File: src/rtl/sdram_port_arbiter.sv
// sdram_port_arbiter: two-master round-robin arbiter in front of one Avalon-MM SDRAM slave.
// Optional macro ARB_FIXED_PRIORITY_EN makes master 0 win every tie.  Rev 1.0
`default_nettype none

module sdram_port_arbiter #(
  parameter int ADDR_W   = 25,
  parameter int DATA_W   = 32,
  parameter int BE_W     = 4,
  parameter int MAX_PEND = 4
) (
  input  logic              clk_clk,
  input  logic              reset_reset_n,
  input  logic [ADDR_W-1:0] m0_address,
  input  logic              m0_read,
  input  logic              m0_write,
  input  logic [DATA_W-1:0] m0_writedata,
  input  logic [BE_W-1:0]   m0_byteenable,
  output logic              m0_waitrequest,
  output logic [DATA_W-1:0] m0_readdata,
  output logic              m0_readdatavalid,
  input  logic [ADDR_W-1:0] m1_address,
  input  logic              m1_read,
  input  logic              m1_write,
  input  logic [DATA_W-1:0] m1_writedata,
  input  logic [BE_W-1:0]   m1_byteenable,
  output logic              m1_waitrequest,
  output logic [DATA_W-1:0] m1_readdata,
  output logic              m1_readdatavalid,
  output logic [ADDR_W-1:0] s_address,
  output logic [DATA_W-1:0] s_writedata,
  output logic [BE_W-1:0]   s_byteenable,
  output logic              s_read,
  output logic              s_write,
  input  logic              s_waitrequest,
  input  logic [DATA_W-1:0] s_readdata,
  input  logic              s_readdatavalid,
  output logic              arb_error
);

  localparam int PTR_W = $clog2(MAX_PEND);
  localparam int CNT_W = PTR_W + 1;
  localparam logic [CNT_W-1:0] FULL = CNT_W'(MAX_PEND);

  typedef enum logic [0:0] {IDLE = 1'b0, BUSY = 1'b1} state_t;

  state_t           state, state_nxt;
  logic             grant, grant_nxt;
  logic             tag_q [MAX_PEND];
  logic [PTR_W-1:0] rd_ptr, wr_ptr;
  logic [CNT_W-1:0] pend_count;

  logic sel_read, sel_write, busy, read_blocked, accept;
  logic push, pop, head, tie_winner;

`ifdef ARB_FIXED_PRIORITY_EN
  assign tie_winner = 1'b0;
`else
  logic last_grant;
  assign tie_winner = ~last_grant;
`endif

  // Command mux: outputs are gated by reset so nothing escapes before the first edge.
  always_comb begin
    sel_read     = grant ? m1_read : m0_read;
    sel_write    = grant ? m1_write : m0_write;
    busy         = (state == BUSY) & reset_reset_n;
    read_blocked = busy & sel_read & (pend_count == FULL);
    s_read       = busy & sel_read & ~read_blocked;
    s_write      = busy & sel_write;
    s_address    = grant ? m1_address : m0_address;
    s_writedata  = grant ? m1_writedata : m0_writedata;
    s_byteenable = grant ? m1_byteenable : m0_byteenable;
    accept       = (s_read | s_write) & ~s_waitrequest;
    m0_waitrequest = ~(busy & ~grant & ~s_waitrequest & ~read_blocked);
    m1_waitrequest = ~(busy & grant & ~s_waitrequest & ~read_blocked);
  end

  // Read return routing follows the oldest outstanding tag.
  always_comb begin
    head             = tag_q[rd_ptr];
    pop              = reset_reset_n & s_readdatavalid & (pend_count != '0);
    push             = accept & s_read;
    m0_readdatavalid = pop & ~head;
    m1_readdatavalid = pop & head;
    m0_readdata      = s_readdata;
    m1_readdata      = s_readdata;
  end

  always_comb begin
    state_nxt = state;
    grant_nxt = grant;
    case (state)
      IDLE: begin
        if (m0_read | m0_write | m1_read | m1_write) begin
          state_nxt = BUSY;
          if ((m0_read | m0_write) & (m1_read | m1_write)) grant_nxt = tie_winner;
          else                                             grant_nxt = m1_read | m1_write;
        end
      end
      BUSY: begin
        // Also leave when the granted master withdraws its request.
        if (accept | ~(sel_read | sel_write)) state_nxt = IDLE;
      end
      default: state_nxt = IDLE;
    endcase
  end

  always_ff @(posedge clk_clk) begin
    if (!reset_reset_n) begin
      state      <= IDLE;
      grant      <= 1'b0;
`ifndef ARB_FIXED_PRIORITY_EN
      last_grant <= 1'b1;
`endif
      rd_ptr     <= '0;
      wr_ptr     <= '0;
      pend_count <= '0;
      arb_error  <= 1'b0;
    end else begin
      state <= state_nxt;
      grant <= grant_nxt;
`ifndef ARB_FIXED_PRIORITY_EN
      if (accept) last_grant <= grant;
`endif
      if (push) begin
        tag_q[wr_ptr] <= grant;
        wr_ptr        <= wr_ptr + PTR_W'(1);
      end
      if (pop) rd_ptr <= rd_ptr + PTR_W'(1);
      if (push & ~pop)      pend_count <= pend_count + CNT_W'(1);
      else if (pop & ~push) pend_count <= pend_count - CNT_W'(1);
      if (s_readdatavalid & (pend_count == '0)) arb_error <= 1'b1;
    end
  end

endmodule

`default_nettype wire

File: config.mk
export PLATFORM = sky130hd
export DESIGN_NAME = sdram_port_arbiter
export DESIGN_NICKNAME = d
export VERILOG_FILES = /design/src/rtl/sdram_port_arbiter.sv
export SDC_FILE = /design/constraint.sdc
export NUM_CORES = 1
export LEC_CHECK = 0
export CELL_PAD_IN_SITES_DETAIL_PLACEMENT = 1
export CELL_PAD_IN_SITES_GLOBAL_PLACEMENT = 2
export CORE_AREA = 5 5 160 147
export CTS_CLUSTER_SIZE = 28
export DETAILED_ROUTE_END_ITERATION = 8
export DIE_AREA = 0 0 165 152
export HOLD_SLACK_MARGIN = 0.02
export PLACE_DENSITY = 0.84
export SETUP_SLACK_MARGIN = 0.1
export SKIP_CTS_REPAIR_TIMING = 1
export SYNTH_ARGS = -nofsm -noshare
export SYNTH_HDL_FRONTEND = slang
export SYNTH_SLANG_ARGS = --single-unit
File: constraint.sdc
create_clock -name clk_clk -period 2.27 [get_ports clk_clk]
set_input_delay 0.454 -clock clk_clk [delete_from_list [all_inputs] [get_ports clk_clk]]
set_output_delay 0.454 -clock clk_clk [all_outputs]
set_load 0.1 [all_outputs]
# Yosys cells after proc, flatten, opt, wreduce, memory -nomap -nowiden
# Memory sizes are Yosys's and may differ from the RTL's. A register that Yosys moved wholly into a read port is not among the register bits.
# Index checks and enable logic that the tools add are counted.
dict set report word_totals {
  register_bits 11
  ram_bits 4
  inputBits 162
  out_inout_bits 132
  n_memories 1
}
# name depth width rd rd_clocked_by_memory_dff write_ports line
set mem_list {}
lappend mem_list {tag_q 4 1 1 1 1 48} ;# logic tag_q [MAX_PEND];
dict set report op_classes {
  add_sub_neg 4
  eq_ne 1
  muxes 16
  bitwise 39
  n_reduce_logical 4
}
# op n
set ops {}
lappend ops {{2-to-1 mux 32 bit} 1}
lappend ops {{2-to-1 mux 25 bit} 1}
lappend ops {{bitwise AND 1 bit} 21}
lappend ops {{NOT 1 bit} 11}
lappend ops {{2-to-1 mux 1 bit} 8}
lappend ops {{bitwise OR 1 bit} 7}
lappend ops {{2-to-1 mux 3 bit} 2}
lappend ops {{adder 2 x 1 -> 2 bit (second input constant)} 2}
lappend ops {{2-to-1 mux 2 bit} 2}
lappend ops {{2-to-1 mux 4 bit} 1}
lappend ops {{adder 3 x 1 -> 3 bit (second input constant)} 1}
lappend ops {{equality test 3 bit (second input constant)} 1}
lappend ops {{zero test 3 bit} 1}
lappend ops {{nonzero test 3 bit} 1}
lappend ops {{subtractor 3 x 1 -> 3 bit (second input constant)} 1}
lappend ops {{one-hot mux 1 bit (2 select lines)} 1}
lappend ops {{AND reduction 2 bit} 1}
lappend ops {{nonzero test 2 bit} 1}

# Longest topological paths before layout
# Gate-level depths: netlist of the first run.
dict set report logic_depth {
  word_depth 12
  depth_mapped 9
  depth_no_buf 8
}

# Least setup slack after synthesis of the first run
# No wires, ideal clock.
dict set report synth_timing {
  path_type {reg2out}
  from {register grant}
  to {output s_read}
  t_arrival_ns 2.175
  required_time_ns 1.816
  setup_slack_ns -0.359
  path_stages_with_launch 5
  path_buffers 1
  path_cell_list {dfxtp_1 > buf_6 > mux2i_2 > or2_2 > nor2_1}
}
dict set report synth_between {
  elab_chain_cells 5
}
# element line
set synth_rtl {}
lappend synth_rtl {{from (decl)} 47} ;# logic grant, grant_nxt;
lappend synth_rtl {{from (signal assigned)} 121} ;# grant <= grant_nxt;
lappend synth_rtl {{2-to-1 mux 1 bit *} 64} ;# sel_read = grant ? m1_read : m0_read;
lappend synth_rtl {{bitwise AND 1 bit *} {67, 68}}
lappend synth_rtl {{bitwise AND 1 bit} 67} ;# read_blocked = busy & sel_read & (pend_count == FULL);
lappend synth_rtl {{NOT 1 bit} 68} ;# s_read = busy & sel_read & ~read_blocked;
lappend synth_rtl {{bitwise AND 1 bit *} 68}
lappend synth_rtl {{to (decl)} 32} ;# output logic s_read,
# Every way passes the cells marked *; elsewhere a longest branch is shown, timed or not.

# Final worst setup path of the first run
dict set report layout_timing {
  from {input s_readdatavalid}
  to {output m0_readdatavalid}
}
dict set report layout_between {
  elab_chain_cells 3
}
# element line
set layout_rtl {}
lappend layout_rtl {{from (decl)} 36} ;# input logic s_readdatavalid,
lappend layout_rtl {{bitwise AND 1 bit (2 in series)} 81} ;# pop = reset_reset_n & s_readdatavalid & (pend_count != '0);
lappend layout_rtl {{bitwise AND 1 bit} 83} ;# m0_readdatavalid = pop & ~head;
lappend layout_rtl {{to (decl)} 20} ;# output logic m0_readdatavalid,
# Every way passes these cells.

==> flow_metrics.tcl, run 1 <==
set metrics [dict create \
    finalNetCount 532 \
    cts_made_buffers 3 \
    cp.required_ns 1.82 \
    pin_count 294 \
    nFillCells 2494 \
    placed_cell_area_sq_um 4710 \
    grt_pass1_vias 2384 \
    internal_power_uw 1300 \
    critPathLaunchType "primary input" \
    end_kind "output port" \
    routed_wl_um 9240 \
    seqPwrFrac 0.150 \
    p_sw_uw 1120 \
    drt_iter0_markers 35 \
    die_area_sq_um 25100 \
    outcome "completed" \
    relSlewSlack 0.757 \
    via_per_inst 3.15 \
    yosysWarnings 0 \
    path_max_fanout 2 \
    final-setup-viol-count 0 \
    ys_seq_area_frac 0.179 \
    synth_top_area_frac 0.328 \
    final_cell_area_sq_um 4850 \
    hold_viol 0 \
    start_util 0.0972 \
    syn_area_sq_um 2130 \
    grt_pass1_wl_um 13400 \
    n_antenna_cell 0 \
    hp-class "reg -> reg" \
    power.density_nw_per_um2 498 \
    firstDrtPassIters 3 \
    ys_seq_elements 17 \
    fmax_mhz 479 \
    tightest_slew_ns 0.359 \
    fp-row-count 52 \
    cts_tree "built" \
    clk_path_buf_depth 2 \
    gp_congestion 0.699 \
    power_uw 2420 \
    synth_nets 389 \
    cts-root-buf "clkbuf_16" \
    dieWidth_um 165 \
    rsz0062_at_grt "false" \
    worstPathArrival_ns 1.64 \
    grt_overflow 0 \
    wl_per_cell_um 14.0 \
    cp_top_family "buffers and inverters" \
    dp.cells 654 \
    setup_tns_ns 0 \
    syn_to_final_growth_pct 128 \
    seqCellArea_sq_um 384 \
    worst-path-buf-inv 3 \
    postSynthCellCount 221 \
    yosys.area.top_type "mux2_2" \
    finalNonFillerCells 660 \
    io_buffers 197 \
    synth_cell_types 36 \
    critical_path_class "in -> out" \
    ant_nets 0 \
    period_minus_slack_ns 2.09 \
    ys_top_cells_by_area "mux2_2 (33%), buf_4 (24%), dfxtp_1 (12%)" \
    final_cell_mix "clkdlybuf4s50_1 (125), buf_12 (67), mux2_2 (62)" \
    pwr-share-comb 0.701 \
    p_leak_uw 0.00186 \
    dieHeight_um 152 \
    grt_max_degree 62 \
    clkTransAtPathRegs_ns 0.05 \
    final_common_cell "clkdlybuf4s50_1" \
    slowest_stage "clkdlybuf4s50_1" \
    antenna_found_initial 0 \
    num_vias 2080 \
    final_layout_size_suffix_gt1_frac 0.441 \
    ir_drop_uv 209 \
    pwr-share-clk 0.149 \
    max_cap_violations 0 \
    multi_input_area_sq_um 1210 \
    clock_latency_ns 0.25 \
    slowest_delay_ns 0.49 \
    crit_chain "clkdlybuf4s50_1 > o31a_1 > nand2_2 > buf_4 > nor2_4 > buf_12" \
    hpwl_um 7920 \
    grt.total_usage 0.0681 \
    clock_skew_ns 0.00346 \
    syn_area_per_cell_sq_um 9.62 \
    core_area_sq_um 21900 \
    drv_slew 0 \
    htreeDepth 1 \
    clkSinkCount 17 \
    hold_slack_ns 0.509 \
    drc 0 \
    swShare 0.464 \
    finalCritPeriodShare 0.920 \
]
path summary, 6_finish.rpt:
check / to / slack, ns / cells past startpoint / start
setup reg to reg: pend_count[2] / 0.19 / 8 / pend_count[0]
hold / removal: wr_ptr[1] / 0.51 / 2 / wr_ptr[1]
hold reg to reg: wr_ptr[1] / 0.51 / 2 / wr_ptr[1]
setup / recovery: m0_readdatavalid / 0.18 / 6 / s_readdatavalid
tightest hold or removal path, stage by stage (launching register included):
cell and delay (ns):
dfxtp_1 0.33, nand2_1 0.06, o21ai_0 0.07
synth_stat cells, drive strengths merged:
library cell / number
buf: 72
mux2: 62
dfxtp: 13
nand2: 9
and2: 8
nor2: 8
ha: 5
edfxtp: 4
inv: 4
mux2i: 4
o21ai: 4
a21boi: 2
a21oi: 2
nand3: 2
nor2b: 2
nor3: 2
xnor2: 2
xor2: 2
a211o: 1
a211oi: 1
and3: 1
clkbuf: 1
fa: 1
mux4: 1
nand3b: 1
nand4: 1
nor3b: 1
o2111ai: 1
o31a: 1
o41ai: 1
or2: 1
or3: 1
kinds of logic after synthesis:
group           after synthesis  synth area share
buf+inv                      77             0.264
mux                          67             0.360
simple gates                 37            0.0983
flops                        17             0.179
compound gates               13            0.0436
fa+ha+maj                     6            0.0388
xor+xnor                      4            0.0165
power groups by stage:
stage	registers, uW	logic (uW)	clock network [uW]
2_1_floorplan	381	1470	0
3_3_place_gp	369	1680	0
3_5_place_dp	369	1700	0
4_1_cts	363	1700	379
5_1_grt	368	1760	391
6_report	363	1690	360
cell type report:
class / count / area share
Timing Repair Buffer: 211 / 0.575
Multi-Input combinational cell: 127 / 0.250
Inverter: 4 / 0.00309
Tap cell: 297 / 0.0765
Clock buffer: 4 / 0.0162
Sequential cell: 17 / 0.0791
stage by stage:
step	util	setup WS [ns]
6_report	0.222	0.181
5_1_grt	0.222	0.109
4_1_cts	0.219	-0.121
3_5_place_dp	0.215	-0.375
3_3_place_gp	0.215	-0.291
2_1_floorplan	-	0.0793
per-layer routing:
| layer | wire [um] | vias to the layer above | GRT usage |
|---|---|---|---|
| met1 | 3320 | 951 | 0.0705 |
| met2 | 4670 | 133 | 0.123 |
| li1 | - | 983 | - |
| met5 | 0 | - | 0 |
| met3 | 1130 | 13 | 0.0317 |
| met4 | 107 | 0 | 0.0166 |
Power figures use the tool's default switching activity.
==> run 2, diff against run 1 <==
--- a/config.mk
+++ b/config.mk
@@ -7,12 +7,12 @@
 export LEC_CHECK = 0
 export CELL_PAD_IN_SITES_DETAIL_PLACEMENT = 1
 export CELL_PAD_IN_SITES_GLOBAL_PLACEMENT = 2
-export CORE_AREA = 5 5 160 147
+export CORE_AREA = 5 5 153 140
 export CTS_CLUSTER_SIZE = 28
 export DETAILED_ROUTE_END_ITERATION = 8
-export DIE_AREA = 0 0 165 152
+export DIE_AREA = 0 0 158 145
 export HOLD_SLACK_MARGIN = 0.02
-export PLACE_DENSITY = 0.84
+export PLACE_DENSITY = 0.88
 export SETUP_SLACK_MARGIN = 0.1
 export SKIP_CTS_REPAIR_TIMING = 1
 export SYNTH_ARGS = -nofsm -noshare
==> constraint.sdc (replaced) <==
create_clock -name clk_clk -period 2 [get_ports clk_clk]
set_input_delay 0.4 -clock clk_clk [delete_from_list [all_inputs] [get_ports clk_clk]]
set_output_delay 0.4 -clock clk_clk [all_outputs]
set_load 0.1 [all_outputs]
==> run 2 against run 1 <==
The flow now finishes with violations (setup timing); hold slack lost 0.033 ns; global-route usage rose by 0.90 points; count of clock-buffer cells in the layout down 1; die area fell by 8.7%; cell count decreased by 4.4%.
==> flow_metrics.tcl, run 2 (synthesis results as in run 1) <==
set metrics [dict create \
    outcome "finished, violations left" \
    violations "setup timing" \
    finalCritPeriodShare 1.02 \
    grt_pass1_vias 2454 \
    p_leak_uw 0.00216 \
    grt_pass1_wl_um 14000 \
    firstDrtPassIters 4 \
    ir_drop_uv 232 \
    power.density_nw_per_um2 555 \
    clk_path_buf_depth 2 \
    pin_count 294 \
    slowest_stage "dfxtp_4" \
    gp_congestion 0.758 \
    critPathLaunchType "flop" \
    final_common_cell "clkdlybuf4s50_1" \
    max_cap_violations 0 \
    htreeDepth 1 \
    grt_overflow 0 \
    slowest_delay_ns 0.38 \
    final-setup-viol-count 1 \
    fmax_mhz 491 \
    clock_latency_ns 0.25 \
    wl_per_cell_um 17.3 \
    num_vias 2168 \
    io_buffers 197 \
    period_minus_slack_ns 2.04 \
    cts_tree "built" \
    hpwl_um 8240 \
    die_area_sq_um 22900 \
    drt_iter0_markers 38 \
    cp.required_ns 2.18 \
    wl_met3_um 1030 \
    hp-class "in -> reg" \
    internal_power_uw 1580 \
    antenna_found_initial 1 \
    crit_chain "mux2i_4 > nor3_4 > ha_4 > inv_2 > fa_2 > xor2_1 > or3_1 > a21boi_1" \
    clkSinkCount 17 \
    finalNonFillerCells 631 \
    core_area_sq_um 19700 \
    ant_nets 0 \
    dieHeight_um 145 \
    via_per_inst 3.44 \
    worst-path-buf-inv 1 \
    grt.total_usage 0.0770 \
    syn_to_final_growth_pct 147 \
    wl_met1_um 4140 \
    final_layout_size_suffix_gt1_frac 0.479 \
    tightest_slew_ns 0.361 \
    start_util 0.108 \
    dp_slack_ns -0.605 \
    dp.cells 617 \
    n_antenna_cell 0 \
    path_max_fanout 3 \
    relSlewSlack 0.756 \
    end_kind "flop" \
    swShare 0.457 \
    rsz0062_at_grt "true" \
    seqPwrFrac 0.140 \
    p_sw_uw 1330 \
    drv_slew 0 \
    met2_length_um 5670 \
    pwr-share-clk 0.139 \
    cts_made_buffers 3 \
    finalNetCount 545 \
    setup_slack_ns -0.0381 \
    cp_top_family "simple AND/OR/NAND/NOR gates" \
    worstPathArrival_ns 2.22 \
    top_layer "met4" \
    drc 0 \
    grt_max_degree 72 \
    final_cell_mix "clkdlybuf4s50_1 (124), buf_12 (69), mux2_4 (60)" \
    critical_path_class "reg -> reg" \
    utilization 0.267 \
    cts-root-buf "clkbuf_16" \
    dieWidth_um 158 \
    clock_skew_ns 0.000707 \
    fp-row-count 49 \
    pwr-share-comb 0.722 \
    clkTransAtPathRegs_ns 0.05 \
    routed_wl_um 10900 \
    hold_viol 0 \
]
[run 2: routing by layer]
metal  global-route usage  vias up
met5                    0        -
li1                     -     1011
met3               0.0331       10
met2                0.141      131
met4              0.00938        0
met1               0.0846     1016
[run 2: path summary, 6_finish.rpt]
kind | start | cells after the start | slack, ns | endpoint
worst min-delay path | s_readdatavalid | 3 | 0.48 | arb_error
worst max register to register | grant | 8 | -0.04 | pend_count[2]
worst min register to register | wr_ptr[1] | 2 | 0.50 | wr_ptr[1]
worst max-delay path | grant | 8 | -0.04 | pend_count[2]
[run 2: area by class of cell]
| class | instances | area [sq um] |
|---|---|---|
| sequential | 17 | 385 |
| multi-input combinational | 127 | 1480 |
| clock inverter | 1 | 5.00 |
| inverter | 4 | 15.0 |
| fill | 2164 | 14400 |
| timing repair buffer | 224 | 2970 |
| tap | 255 | 319 |
| clock buffer | 3 | 75.1 |
[run 2: stage by stage]
stage / power, uW / setup TNS [ns] / hold slack (ns) / instance area [sq um]
floorplan: 2110 / -0.251 / 0.462 / 2150
global placement: 2340 / -1.72 / 0.486 / 4710
detailed placement: 2370 / -2.01 / 0.497 / 4710
CTS: 2790 / -1.63 / 0.507 / 4790
global route: 3020 / -0.110 / 0.507 / 5260
finish: 2910 / -0.0381 / 0.475 / 5260
[run 2: worst min-delay path, cell delays in order]
cell and delay (ns):
dlymetal6s2s_1 0.12, a21oi_1 0.08, nor2b_1 0.09
[run 2: power by group through the flow]
stage	Clock, uW	Sequential, uW	Combinational (uW)
global placement	0	409	1940
CTS	413	405	1970
finish	404	408	2100
floorplan	0	433	1680
detailed placement	0	412	1960
global route	433	411	2170
